<file path="src/rtl/config_loader.sv">
// Streams a word-organised bitstream into a serial configuration chain, one bit per
// strobe, clearing the chain first and checking the chain's return path stays at zero.
module config_loader #(
  parameter int WORD      = 32,
  parameter int CHAIN_LEN = 64
) (
  input  logic            clk,
  input  logic            reset,
  input  logic            start,
  input  logic [WORD-1:0] word_in,
  input  logic            word_valid,
  output logic            word_ready,
  output logic            chain_out,
  output logic            chain_shift,
  output logic            chain_reset,
  input  logic            chain_ret,
  output logic            busy,
  output logic            done,
  output logic            error
);

  localparam int NW  = (CHAIN_LEN + WORD - 1) / WORD;
  localparam int BIW = (WORD > 1) ? $clog2(WORD) : 1;
  localparam int WCW = $clog2(NW + 1);
  localparam int BCW = $clog2(CHAIN_LEN + 1);

  localparam logic [BIW-1:0] LAST_IDX  = BIW'(WORD - 1);
  localparam logic [WCW-1:0] NW_CNT    = WCW'(NW);
  localparam logic [BCW-1:0] FINAL_BIT = BCW'(CHAIN_LEN - 1);

  typedef enum logic [1:0] {
    IDLE   = 2'd0,
    CLEAR  = 2'd1,
    LOAD   = 2'd2,
    FINISH = 2'd3
  } state_t;

  state_t          state_r;
  state_t          next_state_s;
  logic [WORD-1:0] hold_r;
  logic            hold_valid_r;
  logic [BIW-1:0]  bit_idx_r;
  logic [WCW-1:0]  words_r;
  logic [BCW-1:0]  bits_r;
  logic            error_r;
  logic            strobe_s;
  logic            last_in_hold_s;
  logic            accept_s;

  // State register
  always_ff @(posedge clk) begin
    if (reset) begin
      state_r <= IDLE;
    end else begin
      state_r <= next_state_s;
    end
  end

  // Next-state and output decode; all outputs depend only on registered state
  always_comb begin
    next_state_s   = state_r;
    strobe_s       = 1'b0;
    last_in_hold_s = 1'b0;
    word_ready     = 1'b0;
    chain_out      = 1'b0;
    chain_reset    = 1'b0;
    busy           = 1'b0;
    done           = 1'b0;
    case (state_r)
      IDLE: begin
        if (start) begin
          next_state_s = CLEAR;
        end else begin
          next_state_s = IDLE;
        end
      end
      CLEAR: begin
        chain_reset  = 1'b1;
        busy         = 1'b1;
        next_state_s = LOAD;
      end
      LOAD: begin
        busy = 1'b1;
        if (hold_valid_r) begin
          strobe_s  = 1'b1;
          chain_out = hold_r[bit_idx_r];
          // The final chain bit may sit below the top of the last word
          last_in_hold_s = (bit_idx_r == LAST_IDX) || (bits_r == FINAL_BIT);
        end else begin
          strobe_s       = 1'b0;
          last_in_hold_s = 1'b0;
        end
        word_ready = (words_r < NW_CNT) && (!hold_valid_r || last_in_hold_s);
        if (strobe_s && (bits_r == FINAL_BIT)) begin
          next_state_s = FINISH;
        end else begin
          next_state_s = LOAD;
        end
      end
      FINISH: begin
        busy         = 1'b1;
        done         = 1'b1;
        next_state_s = IDLE;
      end
      default: begin
        next_state_s = IDLE;
      end
    endcase
  end

  assign chain_shift = strobe_s;
  assign accept_s    = word_valid && word_ready;
  assign error       = error_r;

  // Holding buffer, bit/word counters and sticky readback error
  always_ff @(posedge clk) begin
    if (reset) begin
      hold_r       <= '0;
      hold_valid_r <= 1'b0;
      bit_idx_r    <= '0;
      words_r      <= '0;
      bits_r       <= '0;
      error_r      <= 1'b0;
    end else if ((state_r == IDLE) && start) begin
      hold_valid_r <= 1'b0;
      bit_idx_r    <= '0;
      words_r      <= '0;
      bits_r       <= '0;
      error_r      <= 1'b0;
    end else begin
      if (strobe_s) begin
        bits_r <= bits_r + BCW'(1);
        if (chain_ret) begin
          error_r <= 1'b1;
        end else begin
          error_r <= error_r;
        end
        if (last_in_hold_s) begin
          hold_valid_r <= 1'b0;
          bit_idx_r    <= '0;
        end else begin
          bit_idx_r <= bit_idx_r + BIW'(1);
        end
      end else begin
        bits_r <= bits_r;
      end
      // A refill in the same cycle as the last bit overrides the empty/rewind above
      if (accept_s) begin
        hold_r       <= word_in;
        hold_valid_r <= 1'b1;
        bit_idx_r    <= '0;
        words_r      <= words_r + WCW'(1);
      end else begin
        words_r <= words_r;
      end
    end
  end

endmodule

</file>
<file path="config.mk">
export PLATFORM = sky130hd
export DESIGN_NAME = config_loader
export DESIGN_NICKNAME = d
export VERILOG_FILES = /design/src/rtl/config_loader.sv
export SDC_FILE = /design/constraint.sdc
export NUM_CORES = 1
export LEC_CHECK = 0
export CAP_MARGIN = 20
export CORE_UTILIZATION = 30
export DETAILED_ROUTE_END_ITERATION = 16
export PLACE_DENSITY_LB_ADDON = 0.25
export SLEW_MARGIN = 30
export SYNTH_ARGS = -nofsm -noshare
export SYNTH_HDL_FRONTEND = slang
export SYNTH_SLANG_ARGS = --single-unit
</file>
<file path="constraint.sdc">
create_clock -name clk -period 5.95 [get_ports clk]
set_input_delay 1.19 -clock clk [delete_from_list [all_inputs] [get_ports clk]]
set_output_delay 1.19 -clock clk [all_outputs]
set_load 0.02 [all_outputs]
</file>
* Word-level counts from Yosys, hierarchy flattened
Index checks and enable logic that the tools add are counted.
** Storage, ports and cells
- Word-level logic and storage cells :: 55
- Bits of input ports :: 37
- Bits in registers :: 50
** Operators by class
- Eq/ne operators :: 5
- Reduce and logical (&&, ||, !) cells :: 16
- Order comparisons :: 2
- Bitwise logic cells :: 1
- Multiplexer cells :: 21
- Add/subtract/negate cells :: 3
** Operator list (count)
- 1-bit 2-to-1 mux :: 18
- 2-bit one-hot mux with 4 select lines :: 1
- 7-bit by 1-bit adder with 7-bit output (second input constant) :: 1
- 7-bit by 6-bit == test with 1-bit output (second input constant) :: 1
- 5-bit by 6-bit less-than comparator with 1-bit output (second input constant) :: 1
- 2-bit AND reduction :: 3
- 3-bit OR reduction :: 2
- 5-bit by 1-bit adder with 5-bit output (second input constant) :: 1
- 1-bit binary-select mux with 5-bit select :: 1
- 5-bit == test (second input constant) :: 1
- 5-bit 2-to-1 mux :: 1
- 2-bit == test (second input constant) :: 2
- 1-bit logical AND :: 4
- 2-bit nonzero test :: 2
- 2-bit by 1-bit adder with 2-bit output (second input constant) :: 1
- 2-bit by 1-bit == test with 1-bit output (second input constant) :: 1
- 2-bit zero test :: 1
- 1-bit logical OR :: 2
- 2-bit less-than comparator (second input constant) :: 1
- 2-bit OR reduction :: 1
- 1-bit zero test :: 1
- 1-bit inverter :: 1

* Depth between registers and ports, before layout
Gate-level depths: netlist of run 1.
- Depth in word-level cells :: 10
- Depth in mapped cells :: 8
- Gate-level depth less buffers :: 7

* Worst setup path before layout of run 1
Ideal clock, no wire load.
- Path type :: flip-flop to output port
- From :: reg bit_idx_r[0]
- To :: out chain_out
- Arrival time :: 1722 ps
- Path slack :: 3038 ps
- Cell stages (with the launch flop) :: 6
- Path through :: dfxtp_1 buf_6 mux4_2 mux2_2 or3_1 o311a_1
** Between the ends
- Cells in the longest elaborated chain, start to end :: 4
** Ends and longest elaborated chain
- from (decl) :: RTL line 42 : logic [BIW-1:0] bit_idx_r;
- from (signal assigned) :: RTL line 142 : bit_idx_r <= bit_idx_r + BIW'(1);
- 1-bit binary-select mux with 5-bit select :: RTL line 86 : chain_out = hold_r[bit_idx_r];
- 1-bit 2-to-1 mux (implied by the code) :: RTL line 86
- 1-bit 2-to-1 mux :: RTL line 84 : if (hold_valid_r) begin
- 1-bit 2-to-1 mux :: RTL line 69 : case (state_r)
- to (decl) :: RTL line 13 : output logic chain_out,
Every way passes these cells. The select of a mux whose other input is x is not followed.

* Worst setup path after layout of run 1
Ends and elaborated chain as after synthesis.

==> flow_summary_export.csv, run 1 <==
group,metric,value,unit
worst_hold_path,hold_depth,2,
synth,synth_top_flop_cell,"dfxtp_1",
timing,fmax,247,MHz
routing,ant_nets,0,
setup_path,crit_path_end_kind,"output port",
worst_hold_path,min_from,"words_r[1]",
floorplanning,die_h,91.2,um
timing,relSlewSlack,60.6,%
pwr,p_sw,0.166,mW
timing,grt_setup_unrepaired,"no",
synth,netlist.area_leader.share,41.9,%
synth,synth_cell_types,35,
global_route,grt_pass1_vias,1984,
timing,finalHoldViolations,0,
synth,synth_area,2390,um^2
global_route,grt.total_usage,14.0,%
placed_design,port_buffers,43,
routing,post-route-drc-count,0,
synth,synth_nets,316,
floorplanning,core,7730,um^2
floorplanning,start_util,30.9,%
run_status,status,"completed",
clock_network,h-tree-depth,2,
synth,synth_top_area_cell,"dfxtp_1",
setup_path,reg2reg_from,"bit_idx_r[1]",
clock_network,postCtsSetupRepairBufs,0,
floorplanning,die-area,8320,um^2
setup_path,rr_endpoint,"words_r[0]",
synth,yosysWarnings,0,
synth,synthTopCellsByArea,"dfxtp_1, a21oi_1, nand3_1, o21ai_0, mux4_1",
setup_path,arrival,2.86,ns
placed_design,gp_congestion,0.727,
placed_design,hpwl,3630,um
timing,clock_skew,0.0141,ns
pwr,p_per_area,214,nW/um^2
synth,postSynthCellCount,271,
layout,register_area,1000,um^2
global_route,grt_pass1_wl,9470,um
pwr,power_leakage,0.986,nW
setup_path,start_kind,"register",
synth,synth_edf_count,0,
pwr,total_power,0.633,mW
routing,wl_per_cell,13.3,um
routing,vias,2011,
synth,ys_async_sr_fraction,0,%
layout,drive_gt1_share,6.00,%
placed_design,placed_cells,394,
setup_path,worstSetupPathType,"reg2out",
synth,syn_avg_cell_area,8.81,um^2
pwr,p_int,0.467,mW
layout,instances_no_fill,402,
timing,max_slew.worst_pin.slew,0.590,ns
floorplanning,row_count,32,
timing,period_share,68.1,%
global_route,grt-ovfl-total,0,
timing,fin_tns_setup,0,ns
routing,drtPass1Iterations,4,
worst_hold_path,worstHoldEndpoint,"words_r[1]",
timing,fin_crit,4.05,ns
pwr,power_frac_clock,34.3,%
layout,multiInputGateArea,1260,um^2
layout,nFillCells,794,
pwr,combinationalPowerShare,11.2,%
setup_path,cp_max_fo,12,
clock_network,clk_path_buf_depth,2,
layout,num_antenna_cells,0,
clock_network,cts_tree,"done",
layout,layout_commonest_cell,"dfxtp_1",
routing,routed_wl,5370,um
layout,fin_area,2960,um^2
clock_network,clkTransAtPathRegs,0.10,ns
clock_network,postCtsHoldBufs,0,
pwr,switching_share,26.2,%
setup_path,r2r_slack,3.48,ns
placed_design,placed_area,2860,um^2
floorplanning,io_pins,44,
synth,ys_ff_latch,50,
timing,setup-violations-final,0,
flow_run,max-cap-violations,0,
routing,via_per_inst,5.00,
clock_network,cts-root-buf,"clkbuf_8",
pwr,ir_drop,0.0860,mV
clock_network,cts_buffers,5,
timing,drv_slew,0,
floorplanning,die_w,91.2,um
routing,dr.first_iter.drc_count,60,
pwr,pwr-share-seq,54.6,%
layout,nNetsFinal,344,
clock_network,cts_resized,0,
clock_network,clock_sinks,50,
synth,yosysSeqAreaShare,41.9,%
global_route,grt_max_degree,38,
worst_hold_path,hold_path.class,"reg2reg",
setup_path,r2r_cells,8,
global_route,antenna_found_initial,0,
clock_network,clk_latency,0.31,ns
setup_path,worstPathRequired,4.76,ns
layout,final_cell_mix,"dfxtp_1, clkdlybuf4s50_1, a21oi_1",
layout,area_growth_syn_to_layout,24.1,%
-- layer usage --
layer	up-vias	wire length [um]	GRT usage, %
li1	1025	-	-
met1	954	2750	19.1
met2	30	2440	22.6
met3	2	137	2.68
met4	0	40	3.57
met5	-	0	0
-- flip-flops by register name (all words and copies together) (netlist names) --
signal        count
words_r           2
state_r           2
hold_r           32
bit_idx_r         5
bits_r            7
hold_valid_r      1
error             1
-- cell type report --
cell class,count,area share (%)
Inverter,7,0.887
Sequential cell,50,33.8
Tap cell,102,4.31
Multi-Input combinational cell,190,42.7
Timing Repair Buffer,45,15.0
Clock inverter,3,0.972
Clock buffer,5,2.32
-- logic make-up after synthesis --
logic type	synth area share [%]
and+or+nand+nor	15.4
xor gates and xnor gates	3.30
DFF	41.9
adders and majority gates	4.19
muxes	11.0
buffers and inverters	5.45
AOI/OAI and AO/OA	18.8
-- worst max-delay path, stage by stage, from the launching register on --
cell and delay (ns):
dfxtp_1 0.71, mux4_1 0.62, mux2_2 0.26, or3_1 0.31
o311a_1 0.13, clkdlybuf4s50_1 0.54
-- stage by stage --
| stage | setup WS (ns) | hold WS (ns) | utilization [%] |
|---|---|---|---|
| floorplan | 3.04 | 0.426 | - |
| global placement | 2.24 | 0.438 | 37.0 |
| detailed placement | 2.21 | 0.448 | 37.0 |
| CTS | 1.86 | 0.471 | 38.3 |
| global route | 1.74 | 0.494 | 38.3 |
| finish | 1.90 | 0.465 | 38.3 |
-- power by group through the flow --
| stage | clock network, mW | logic, mW | registers [mW] |
|---|---|---|---|
| CTS | 0.222 | 0.0720 | 0.345 |
| global placement | 0 | 0.0707 | 0.353 |
| global route | 0.237 | 0.0787 | 0.346 |
| detailed placement | 0 | 0.0716 | 0.353 |
| finish | 0.217 | 0.0708 | 0.345 |
| floorplan | 0 | 0.0357 | 0.352 |
-- worst max path at each step --
| stage | start | end | slack [ns] |
|---|---|---|---|
| floorplan | bit_idx_r[0] | chain_out | 3.04 |
| global placement | bit_idx_r[0] | chain_out | 2.24 |
| detailed placement | bit_idx_r[0] | chain_out | 2.21 |
| global route | bit_idx_r[0] | chain_out | 1.74 |
| finish | bit_idx_r[0] | chain_out | 1.90 |
| CTS | bit_idx_r[0] | chain_out | 1.86 |
-- Yosys cell counts, types with 5 or more instances --
master    instances
inv_1             7
mux2i_1          10
nor2_1           10
clkbuf_1         20
o21ai_0          34
nand3_1          35
a21oi_1          36
ha_1              8
nand2_1          10
dfxtp_1          50
xor2_1            5
nor3_1            7
Note: power is estimated with default switching activity, not from simulation.
==> run 2: changes to the inputs <==
==> constraint.sdc (replaced) <==
create_clock -name clk -period 4.2 [get_ports clk]
set_input_delay 0.84 -clock clk [delete_from_list [all_inputs] [get_ports clk]]
set_output_delay 0.84 -clock clk [all_outputs]
set_load 0.02 [all_outputs]
==> run 2 against run 1 <==
Effect of this change:
- flip-flop and latch count did not move
- clock-buffer cell count grew 1
- routed wire length shrank 2.1%
- first-iteration DRC count rose by 85%
- setup slack got worse by 1.4 ns
- highest routed layer unchanged
==> flow_summary_export.csv, run 2 (synthesis gave the netlist of run 1 again) <==
group,metric,value,unit
flow_run,max-cap-violations,0,
routing,routed_wl,5250,um
pwr,power_leakage,0.995,nW
routing,post-route-drc-count,0,
global_route,antenna_found_initial,0,
layout,top_regs,"hold_r x32, bits_r x7, bit_idx_r x5",
clock_network,cts_resized,0,
layout,final_cell_mix,"dfxtp_1, clkdlybuf4s50_1, a21oi_1",
layout,largest_reg_flops,32,
layout,top_register,"hold_r",
routing,drtPass1Iterations,4,
clock_network,clkTransAtPathRegs,0.09,ns
timing,fin_crit,3.70,ns
placed_design,gp_congestion,0.747,
pwr,p_int,0.670,mW
clock_network,clock_sinks,50,
placed_design,pre_cts_ws,0.787,ns
floorplanning,core,7730,um^2
pwr,p_sw,0.214,mW
clock_network,clk_path_buf_depth,2,
layout,nNetsFinal,346,
pwr,ir_drop,0.133,mV
clock_network,cts_tree,"done",
placed_design,port_buffers,43,
clock_network,postCtsSetupRepairBufs,0,
layout,layout_commonest_cell,"dfxtp_1",
pwr,p_per_area,297,nW/um^2
layout,num_antenna_cells,0,
routing,dr.first_iter.drc_count,111,
setup_path,worstPathRequired,3.36,ns
floorplanning,start_util,30.9,%
clock_network,cts_buffers,5,
layout,area_growth_syn_to_layout,24.6,%
pwr,pwr-share-seq,55.3,%
routing,via_per_inst,4.94,
run_status,status,"completed",
clock_network,postCtsHoldBufs,0,
floorplanning,die_h,91.2,um
clock_network,clk_latency,0.30,ns
setup_path,worstSetupPathType,"reg2out",
timing,fin_tns_setup,0,ns
timing,finalHoldViolations,0,
pwr,power_frac_clock,33.2,%
global_route,grt.total_usage,13.1,%
setup_path,crit_path_end_kind,"output port",
pwr,combinationalPowerShare,11.5,%
timing,setup-violations-final,0,
timing,relSlewSlack,49.3,%
clock_network,cts-root-buf,"clkbuf_8",
setup_path,start_kind,"register",
routing,wl_per_cell,13.0,um
layout,drive_gt1_share,5.96,%
setup_path,cp_max_fo,12,
global_route,grt-ovfl-total,0,
timing,grt_setup_unrepaired,"no",
routing,vias,1996,
clock_network,h-tree-depth,2,
layout,nFillCells,796,
global_route,grt_pass1_vias,1794,
floorplanning,row_count,32,
global_route,grt_max_degree,35,
floorplanning,die-area,8320,um^2
setup_path,arrival,2.86,ns
floorplanning,io_pins,44,
floorplanning,die_w,91.2,um
timing,clock_skew,0.00725,ns
placed_design,hpwl,3700,um
routing,ant_nets,0,
timing,period_share,88.1,%
worst_hold_path,hold_path.class,"reg2reg",
timing,fin_ws,0.501,ns
timing,drv_slew,0,
timing,max_slew.worst_pin.slew,0.758,ns
global_route,grt_pass1_wl,8770,um
pwr,switching_share,24.2,%
timing,fmax,270,MHz
-- run 2: cell count changes in the layout (fill, tap and decap cells not counted), sizes merged --
cell and change:
buf +2, clkinvlp +1, clkbuf +1, inv -2
-- run 2: stage by stage --
stage | instance area [um^2] | utilization, % | hold slack (ns) | power [mW] | cells
after global placement | 2860 | 37.1 | 0.442 | 0.602 | 395
after floorplan | 2390 | - | 0.426 | 0.549 | 271
after global routing | 2980 | 38.5 | 0.494 | 0.930 | 404
after CTS | 2980 | 38.5 | 0.471 | 0.895 | 404
final | 2980 | 38.5 | 0.469 | 0.884 | 404
after detailed placement | 2880 | 37.3 | 0.448 | 0.603 | 396
-- run 2: final timing paths --
path	endpoint	slack [ns]	from	depth (start not counted)
worst max-delay path	chain_out	0.50	bit_idx_r[0]	5
worst min-delay path	words_r[1]	0.47	words_r[1]	2
worst max register to register	words_r[0]	1.78	bit_idx_r[0]	8
worst min register to register	words_r[1]	0.47	words_r[1]	2
-- run 2: area by class of cell --
class | instances | area [um^2] | share of cell area [%]
multi-input combinational | 190 | 1260 | 42.4
tap | 102 | 128 | 4.29
clock inverter | 2 | 12.5 | 0.421
timing repair buffer | 47 | 464 | 15.6
inverter | 7 | 26.3 | 0.883
clock buffer | 6 | 82.6 | 2.78
sequential | 50 | 1000 | 33.6
-- run 2: power by group through the flow --
stage	Sequential (mW)	Combinational (mW)	Clock [mW]
floorplan	0.498	0.0505	0
global placement	0.500	0.101	0
detailed placement	0.500	0.103	0
CTS	0.489	0.103	0.302
global route	0.491	0.112	0.327
finish	0.489	0.102	0.293
-- run 2: critical path, cell delays in order (launching register included) --
cell and delay [ns]:
dfxtp_1 0.69, mux4_1 0.63, mux2_2 0.27, or3_1 0.31
o311a_1 0.13, clkdlybuf4s50_1 0.54
-- run 2: per-layer routing --
layer / GRT usage (%) / part of all wire, %
met5: 0 / 0
met3: 2.60 / 3.4
met2: 20.9 / 45
met1: 17.7 / 51
met4: 3.97 / 1.1
==> run 3: changes to the inputs <==
--- a/config.mk
+++ b/config.mk
@@ -5,9 +5,9 @@
 export SDC_FILE = /design/constraint.sdc
 export NUM_CORES = 1
 export LEC_CHECK = 0
-export CAP_MARGIN = 20
 export CORE_UTILIZATION = 30
 export DETAILED_ROUTE_END_ITERATION = 16
+export GPL_TIMING_DRIVEN = 1
 export PLACE_DENSITY_LB_ADDON = 0.25
 export SLEW_MARGIN = 30
 export SYNTH_ARGS = -nofsm -noshare
==> results of run 3 <==
Final layout, timing and power as in run 2 (identical DEF).
